[src/rtl/memory_pkg.sv]
// Shared memory-side types: arbiter state/owner encodings and the registered
// bus request bundle driven toward the bridge.
package memory_pkg;

  typedef enum logic [1:0] {
    IDLE,
    REQ,
    WAIT,
    RESP
  } arb_state_t;

  typedef enum logic [1:0] {
    NONE,
    INST,
    DATA
  } arb_owner_t;

  typedef struct packed {
    logic        write;
    logic [31:0] addr;
    logic [2:0]  size;
    logic [3:0]  strobe;
    logic [31:0] wdata;
  } bus_req_t;

  localparam logic [2:0] SIZE_WORD = 3'd2;

  // Fetches are always full-word reads with the write fields cleared.
  function automatic bus_req_t inst_req(input logic [31:0] addr);
    bus_req_t r;
    r      = '0;
    r.addr = addr;
    r.size = SIZE_WORD;
    return r;
  endfunction

endpackage

[src/rtl/mem_bus_arbiter_pick.sv]
// Combinational winner selection: data by default, instruction when data is
// absent or the starvation limit has been reached; flushed fetches never win.
module arb_pick (
  input  logic ireq_valid,
  input  logic iflush,
  input  logic dreq_valid,
  input  logic starved,
  output logic grant_inst,
  output logic grant_data
);

  logic inst_live;

  always_comb begin
    inst_live  = ireq_valid && !iflush;
    grant_inst = inst_live && (!dreq_valid || starved);
    grant_data = dreq_valid && !grant_inst;
  end

endmodule

[src/rtl/mem_bus_arbiter.sv]
// Shares the uncached memory bus between fetch and memory stages: one
// registered transaction at a time, with bounded starvation of fetches.
module mem_bus_arbiter
  import memory_pkg::*;
#(
  parameter int unsigned STARVE_LIMIT = 4
) (
  input  logic        clk,
  input  logic        resetn,
  input  logic        ireq_valid,
  input  logic [31:0] ireq_addr,
  input  logic        iflush,
  output logic        iresp_data_ok,
  output logic [31:0] iresp_data,
  input  logic        dreq_valid,
  input  logic        dreq_write,
  input  logic [31:0] dreq_addr,
  input  logic [2:0]  dreq_size,
  input  logic [3:0]  dreq_strobe,
  input  logic [31:0] dreq_data,
  output logic        dresp_data_ok,
  output logic [31:0] dresp_data,
  output logic        bus_valid,
  output logic        bus_write,
  output logic [31:0] bus_addr,
  output logic [2:0]  bus_size,
  output logic [3:0]  bus_strobe,
  output logic [31:0] bus_wdata,
  input  logic        bus_ready,
  input  logic        bus_okay,
  input  logic [31:0] bus_rdata
);

  arb_state_t  state, state_nx;
  arb_owner_t  owner;
  logic        cancel;
  logic [3:0]  starve_cnt;
  bus_req_t    bus_q;
  logic [31:0] resp_q;
  logic        starved;
  logic        grant_inst, grant_data;
  logic        bus_done;

  assign starved = (starve_cnt == 4'(STARVE_LIMIT));

  arb_pick u_pick (
    .ireq_valid (ireq_valid),
    .iflush     (iflush),
    .dreq_valid (dreq_valid),
    .starved    (starved),
    .grant_inst (grant_inst),
    .grant_data (grant_data)
  );

  always_comb begin
    state_nx      = state;
    bus_done      = 1'b0;
    bus_valid     = 1'b0;
    iresp_data_ok = 1'b0;
    dresp_data_ok = 1'b0;
    unique case (state)
      IDLE: if (grant_inst || grant_data) state_nx = REQ;
      REQ: begin
        bus_valid = 1'b1;
        if (bus_ready) begin
          bus_done = bus_okay;
          state_nx = bus_okay ? RESP : WAIT;
        end
      end
      WAIT: if (bus_okay) begin
        bus_done = 1'b1;
        state_nx = RESP;
      end
      RESP: begin
        // A flush arriving in the response cycle still kills the fetch pulse.
        iresp_data_ok = (owner == INST) && !cancel && !iflush;
        dresp_data_ok = (owner == DATA);
        state_nx      = IDLE;
      end
      default: state_nx = IDLE;
    endcase
  end

  always_ff @(posedge clk or negedge resetn) begin
    if (!resetn) begin
      state      <= IDLE;
      owner      <= NONE;
      cancel     <= 1'b0;
      starve_cnt <= '0;
      bus_q      <= '0;
      resp_q     <= '0;
    end else begin
      state <= state_nx;
      unique case (state)
        IDLE: begin
          if (grant_inst) begin
            owner      <= INST;
            bus_q      <= inst_req(ireq_addr);
            starve_cnt <= '0;
          end else if (grant_data) begin
            owner <= DATA;
            bus_q <= '{write: dreq_write, addr: dreq_addr, size: dreq_size,
                       strobe: dreq_strobe, wdata: dreq_data};
            if (ireq_valid && !iflush && starve_cnt != 4'hF)
              starve_cnt <= starve_cnt + 4'd1;
          end
          if (!ireq_valid) starve_cnt <= '0;
        end
        REQ, WAIT: begin
          if (owner == INST && iflush) cancel <= 1'b1;
          if (bus_done) resp_q <= bus_rdata;
        end
        RESP: begin
          owner  <= NONE;
          cancel <= 1'b0;
        end
        default: ;
      endcase
    end
  end

  assign bus_write  = bus_q.write;
  assign bus_addr   = bus_q.addr;
  assign bus_size   = bus_q.size;
  assign bus_strobe = bus_q.strobe;
  assign bus_wdata  = bus_q.wdata;
  assign iresp_data = resp_q;
  assign dresp_data = resp_q;

endmodule

[config.mk]
export PLATFORM = sky130hd
export DESIGN_NAME = mem_bus_arbiter
export DESIGN_NICKNAME = d
export VERILOG_FILES = /design/src/rtl/memory_pkg.sv /design/src/rtl/mem_bus_arbiter_pick.sv /design/src/rtl/mem_bus_arbiter.sv
export SDC_FILE = /design/constraint.sdc
export NUM_CORES = 1
export LEC_CHECK = 0
export CAP_MARGIN = 20
export CORE_UTILIZATION = 41
export DETAILED_ROUTE_END_ITERATION = 12
export PLACE_DENSITY = 0.86
export SLEW_MARGIN = 20
export SYNTH_ARGS = -nofsm -noshare
export SYNTH_HDL_FRONTEND = slang
export SYNTH_SLANG_ARGS = --single-unit
export TNS_END_PERCENT = 50
[constraint.sdc]
create_clock -name clk -period 3.9 [get_ports clk]
set_clock_uncertainty 0.2 [all_clocks]
set_input_delay 0.39 -clock clk [delete_from_list [all_inputs] [get_ports clk]]
set_output_delay 0.39 -clock clk [all_outputs]
set_load 0.03 [all_outputs]
==> out/metrics.yaml, run 1 <==
grt_pass1_vias: 4308
dr_total_vias: 4128
fin_crit_sh_pct: 71.86
cp-startpoint: "state[0]"
grt_pass1_wl_mm: 22.51
fillCellCount: 823
grt_setup_unrepaired: "no"
fin_ws_ns: 1.097
diodes: 0
synth_top_area_share_pct: 58.40
arrival_ns: 2.94
via_per_inst: 5.059
r2r-end: "bus_wdata[25]"
worst_slew_pin_slew_ns: 0.9836
wirelength_mm: 13.96
worstSetupStartpointType: "flop"
ios: 282
maxCapViolations: 0
syn_nets: 557
fp.dieW_um: 110.7
crit_chain: "inv_1, ha_1, nand2_1, a21oi_4, buf_4, a22o_1"
ys_warn_count: 0
slew_violations: 0
async_flop_share_pct: 100.0
r2r_cells: 6
fmaxAchievable_ghz: 0.3568
hold_class: "reg2reg"
synth_flop_cell: "dfrtp_1"
syn2layout_area_growth_pct: 67.55
drt_iter0_drc: 174
final_nets: 810
setup_tns_ns: 0
synth_cells: 407
ys_ff_latch: 113
grt_max_degree: 61
dp_hpwl_mm: 10.42
cts_buffer_depth: 2
route.met3.wl_mm: 1.165
die_height_um: 110.7
hold_depth: 2
insertion_delay_ns: 0.40
dp_slack_ns: 1.067
netlist_top_cells_count: "dfrtp_1 (113), nand2_1 (75), a22o_1 (41)"
synth_most_common_cell: "dfrtp_1"
synth_area_leaders: "dfrtp_1 (58%), mux2_2 (7.4%), a22o_1 (7.4%)"
p_leak_nw: 3.535
core-area_um2: 11470
route.detailed.drc: 0
cts_tree: "done"
grt_overflow_total: 0
dieArea_um2: 12250
cellPowerDensity_nw_per_um2: 934.3
cts-resized-gates: 0
outcome: "completed"
htreeDepth: 4
cts_inserted_buffers: 17
fin_crit_ns: 2.803
drt_first_pass_iters: 4
setup_violations: 0
critPathCaptureType: "flop"
synth_edf_count: 0
irDropWorstVdd_mv: 0.7145
gr-usage-all-layers_pct: 23.57
syn_area_um2: 4842
syn_avg_cell_area_um2: 11.90
portBuffers: 281
clkSlewWorstSetupHoldPaths_ns: 0.05
synth_top_area_cell: "dfrtp_1"
grt_antenna_before_repair: 0
post_cts.repair.setup_buffers: 0
rr_startpoint: "state[0]"
reg2reg_slack_ns: 1.10
rows: 39
crit_fanout: 37
final-seq-area_um2: 2828
synth.distinct_cells: 33
cts_hold_buf: 1
route.met2.wl_mm: 7.394
crit_type: "reg2reg"
cp.required_ns: 4.03
top_layer: "met4"
crit_path_end: "bus_wdata[25]"
ys_seq_area_share_pct: 58.40
start_util_pct: 42.23
wl_met1_mm: 5.091
multi_input_area_um2: 1642
cpPeakStageDelay_ns: 0.73
avgRoutedWirePerCell_um: 17.11
postRouteAntennaNets: 0
slowest_stage: "a21oi_4"
slew-limit-headroom_pct: 34.43
clock-root-buffer: "clkbuf_16"
clock_sinks: 113
place_congestion: 0.8222
finalHoldViolations: 0
utilization_pct: 70.75
drive_gt1_share_pct: 11.44
-- worst max-delay path, delay by kind of cell (launching register included) --
kind            cells  cell delay, ns
simple gates        1            0.16
buf+inv             2            0.59
flops               1            0.41
compound gates      2            0.93
fa+ha+maj           1            0.43
-- state kept, by name (all words and copies together), names as in the netlist --
| name | cells |
|---|---|
| bus_addr | 32 |
| bus_wdata | 32 |
| dresp_data | 32 |
| bus_strobe | 4 |
| starve_cnt | 4 |
| bus_size | 3 |
| owner | 2 |
| state | 2 |
| bus_write | 1 |
| cancel | 1 |
-- stage by stage --
stage	power, mW	hold WS [ns]	instances	cell area (um^2)
floorplan	4.573	-0.1056	407	4842
global placement	6.068	0.2206	783	7541
detailed placement	6.168	0.2364	783	7541
CTS	7.653	0.2672	816	8113
global route	7.944	0.2799	816	8113
finish	7.580	0.2591	816	8113
-- routing by layer --
layer  GRT usage (%)  vias up
met4           10.13        0
met1           24.98     1987
met5               0        -
met3           8.475       19
li1                -     1917
met2           41.99      205
-- cell usage in the layout, fill, tap and decap left out, types with 2 or more instances in the layout --
| cell type | netlist | routed |
|---|---|---|
| a22o_1 | 41 | 41 |
| clkinv_2 | 0 | 2 |
| o21ai_0 | 5 | 5 |
| a21oi_1 | 3 | 3 |
| o211ai_1 | 4 | 4 |
| nor2b_1 | 2 | 2 |
| a22oi_1 | 34 | 34 |
| and4b_1 | 2 | 2 |
| inv_1 | 10 | 10 |
| clkdlybuf4s50_1 | 0 | 280 |
| mux2_2 | 32 | 32 |
| nand3_1 | 2 | 2 |
| nor2_1 | 6 | 5 |
| nand2_1 | 75 | 75 |
| clkinvlp_4 | 0 | 7 |
| dfrtp_1 | 113 | 113 |
| buf_4 | 32 | 7 |
| inv_6 | 0 | 3 |
| clkinv_4 | 0 | 2 |
| clkbuf_16 | 0 | 17 |
| ha_1 | 7 | 7 |
| nand3b_1 | 2 | 2 |
-- area by class of cell --
class	instances	share of cell area [%]
Sequential cell	113	34.86
Tap cell	143	2.205
Inverter	10	0.4627
Clock buffer	17	5.244
Clock inverter	15	1.681
Timing Repair Buffer	288	35.32
Multi-Input combinational cell	230	20.23
-- report_power, final --
group | leakage, nW | switching [mW] | internal, mW | total, mW
Clock | 0.254 | 0.570 | 0.878 | 1.45
Sequential | 1.40 | 0.370 | 1.72 | 2.09
Combinational | 1.88 | 2.28 | 1.77 | 4.04
-- worst min-delay path by stage --
stage,startpoint,end,slack (ns)
after global placement,resetn,dresp_data[18],0.22
after floorplan,resetn,bus_addr[0],-0.11
final,bus_addr[24],bus_addr[24],0.26
after CTS,bus_addr[24],bus_addr[24],0.27
after detailed placement,resetn,dresp_data[12],0.24
after global routing,bus_addr[13],bus_addr[13],0.28
-- cell families after synthesis --
| group | count (synthesis) | synth area share, % |
|---|---|---|
| buffers and inverters | 64 | 7.907 |
| adder cells (fa/ha/maj) | 7 | 1.809 |
| AND/OR/NAND/NOR | 94 | 8.243 |
| AO/OA/AOI/OAI | 96 | 15.99 |
| flip-flops | 113 | 58.40 |
| multiplexers | 33 | 7.649 |
Note: power is estimated with default switching activity, not from simulation.
==> run 2, diff against run 1 <==
- CORE_UTILIZATION: 41 -> 34
- PLACE_DENSITY: 0.86 -> 0.76
- clock period: 3.9 -> 2.5 ns (I/O delays scaled with it)
==> run 2 against run 1 <==
Cell area up 1.4%. Worst setup slack worse by 0.94 ns. Sequential power is 55% higher. Final cell count is 5.0% higher. Largest power group unchanged. Clock power up 54%. Register-to-register slack lost 0.79 ns. Power rose by 56%. Largest cell class unchanged. Combinational power up 57%. Clock-buffer cell count up 3. Global-route usage shrank 4.5 points.
==> out/metrics.yaml, run 2 (synthesis results as in run 1) <==
crit_chain: "ha_2, nand2_1, nor2_1, clkdlybuf4s50_1"
cp_top_family: "buffers and inverters"
grt-busiest-layer: "met2"
cpPeakStageDelay_ns: 0.67
p_leak_nw: 3.581
worstSetupStartpointType: "flop"
setup_violations: 0
slew-limit-headroom_pct: 66.66
fin_crit_ns: 2.347
outcome: "completed"
dp_hpwl_mm: 10.19
worst_slew_pin_slew_ns: 0.5001
gr-usage-all-layers_pct: 19.11
clock-root-buffer: "clkbuf_16"
post_cts.repair.setup_buffers: 0
wirelength_mm: 13.76
start_util_pct: 34.88
grt_pass1_vias: 4187
design_area_um2: 8224
rows: 43
clock_sinks: 113
ios: 282
grt_setup_unrepaired: "no"
portBuffers: 281
insertion_delay_ns: 0.40
hold_class: "in2async"
grt_max_degree: 73
whs_ns: 0.1267
fin_crit_sh_pct: 93.88
route.detailed.drc: 0
htreeDepth: 4
grt_overflow_total: 0
cp-startpoint: "state[1]"
grt_util_met1_pct: 20.69
drt_iter0_drc: 159
placed_cell_area_um2: 7647
utilization_pct: 59.25
irDropWorstVdd_mv: 0.5806
fp.dieW_um: 121.3
crit_fanout: 8
finalHoldViolations: 0
grt_antenna_before_repair: 1
die_height_um: 121.3
clkSlewWorstSetupHoldPaths_ns: 0.06
rr_startpoint: "state[0]"
use_met2_pct: 32.81
arrival_ns: 1.90
place_congestion: 0.7613
dr_total_vias: 4136
layout_commonest_cell: "clkdlybuf4s50_1"
core-area_um2: 13880
via_per_inst: 4.826
syn2layout_area_growth_pct: 69.85
final_cell_mix: "clkdlybuf4s50_1 (279), dfrtp_1 (113), nand2_1 (75), a22o_1 (41), a22oi_1 (34)"
fmaxAchievable_ghz: 0.4261
use_met3_pct: 7.378
cts_tree: "done"
avgRoutedWirePerCell_um: 16.06
slew_violations: 0
dieArea_um2: 14720
drt_first_pass_iters: 5
cp.required_ns: 2.05
slowest_stage: "clkdlybuf4s50_1"
setup_tns_ns: 0
cellPowerDensity_nw_per_um2: 1433
maxCapViolations: 0
postRouteAntennaNets: 0
grt_pass1_wl_mm: 21.38
cts_inserted_buffers: 17
drive_gt1_share_pct: 11.69
final_nets: 813
critPathCaptureType: "primary output"
cts_buffer_depth: 2
crit_type: "reg2out"
crit_buf_inv: 1
-- run 2: cell types whose count changed in the layout (fill, tap and decap cells not counted) --
| cell | before | now |
|---|---|---|
| buf_12 | 0 | 3 |
| inv_6 | 3 | 0 |
| clkbuf_1 | 0 | 2 |
| clkinv_4 | 2 | 4 |
| clkinvlp_4 | 7 | 5 |
| clkbuf_8 | 0 | 1 |
| clkdlybuf4s50_1 | 280 | 279 |
| diode_2 | 0 | 1 |
| dlymetal6s2s_1 | 0 | 1 |
| ha_1 | 7 | 6 |
| ha_2 | 0 | 1 |
-- run 2: metal layers --
layer / vias up / part of all wire [%]
li1: 1931 / -
met1: 1967 / 37
met2: 217 / 51
met3: 21 / 9.7
met4: 0 / 1.8
met5: - / 0
-- run 2: final cells by class --
type | count | area [um^2]
antenna | 1 | 2.502
clock buffer | 20 | 446.7
clock inverter | 12 | 112.6
fill | 1102 | 5657
inverter | 10 | 37.54
multi-input combinational | 230 | 1644
sequential | 113 | 2828
tap | 180 | 225.2
timing repair buffer | 291 | 2928
-- run 2: power by group --
| group | total, mW | leakage, nW | internal, mW | switching, mW |
|---|---|---|---|---|
| clock | 2.23 | 0.258 | 1.39 | 0.839 |
| combinational | 6.33 | 1.92 | 2.79 | 3.54 |
| sequential | 3.23 | 1.40 | 2.68 | 0.550 |
-- run 2: stage by stage --
step                      instances  total power [mW]  setup WS, ns
after floorplan                 407             7.134        0.4055
after global placement          823             9.486        0.3821
after detailed placement        823             9.622        0.3318
after CTS                       856             11.91       0.02319
after global routing            857             12.44       0.06077
final                           857             11.79        0.1530
-- run 2: timing repair --
action	4_1_cts	5_1_grt
resized for setup	0	2
setup endpoints to repair	0	2
endpoints found under the hold margin	89	0
hold buffers	1	0
-- run 2: worst paths after layout --
kind,slack [ns],end,cells after the start
worst min-delay path,0.13,bus_addr[18],2
max in group asynchronous,1.29,dresp_data[25],3
worst min register to register,0.26,bus_addr[19],2
worst max-delay path,0.15,dresp_data_ok,4
min in group clk,0.20,bus_size[1],3
worst max register to register,0.31,bus_addr[3],7
==> run 3, diff against run 2 <==
- SLEW_MARGIN: 20 -> unset
==> results of run 3 <==
Final layout, timing and power as in run 2 (identical DEF).
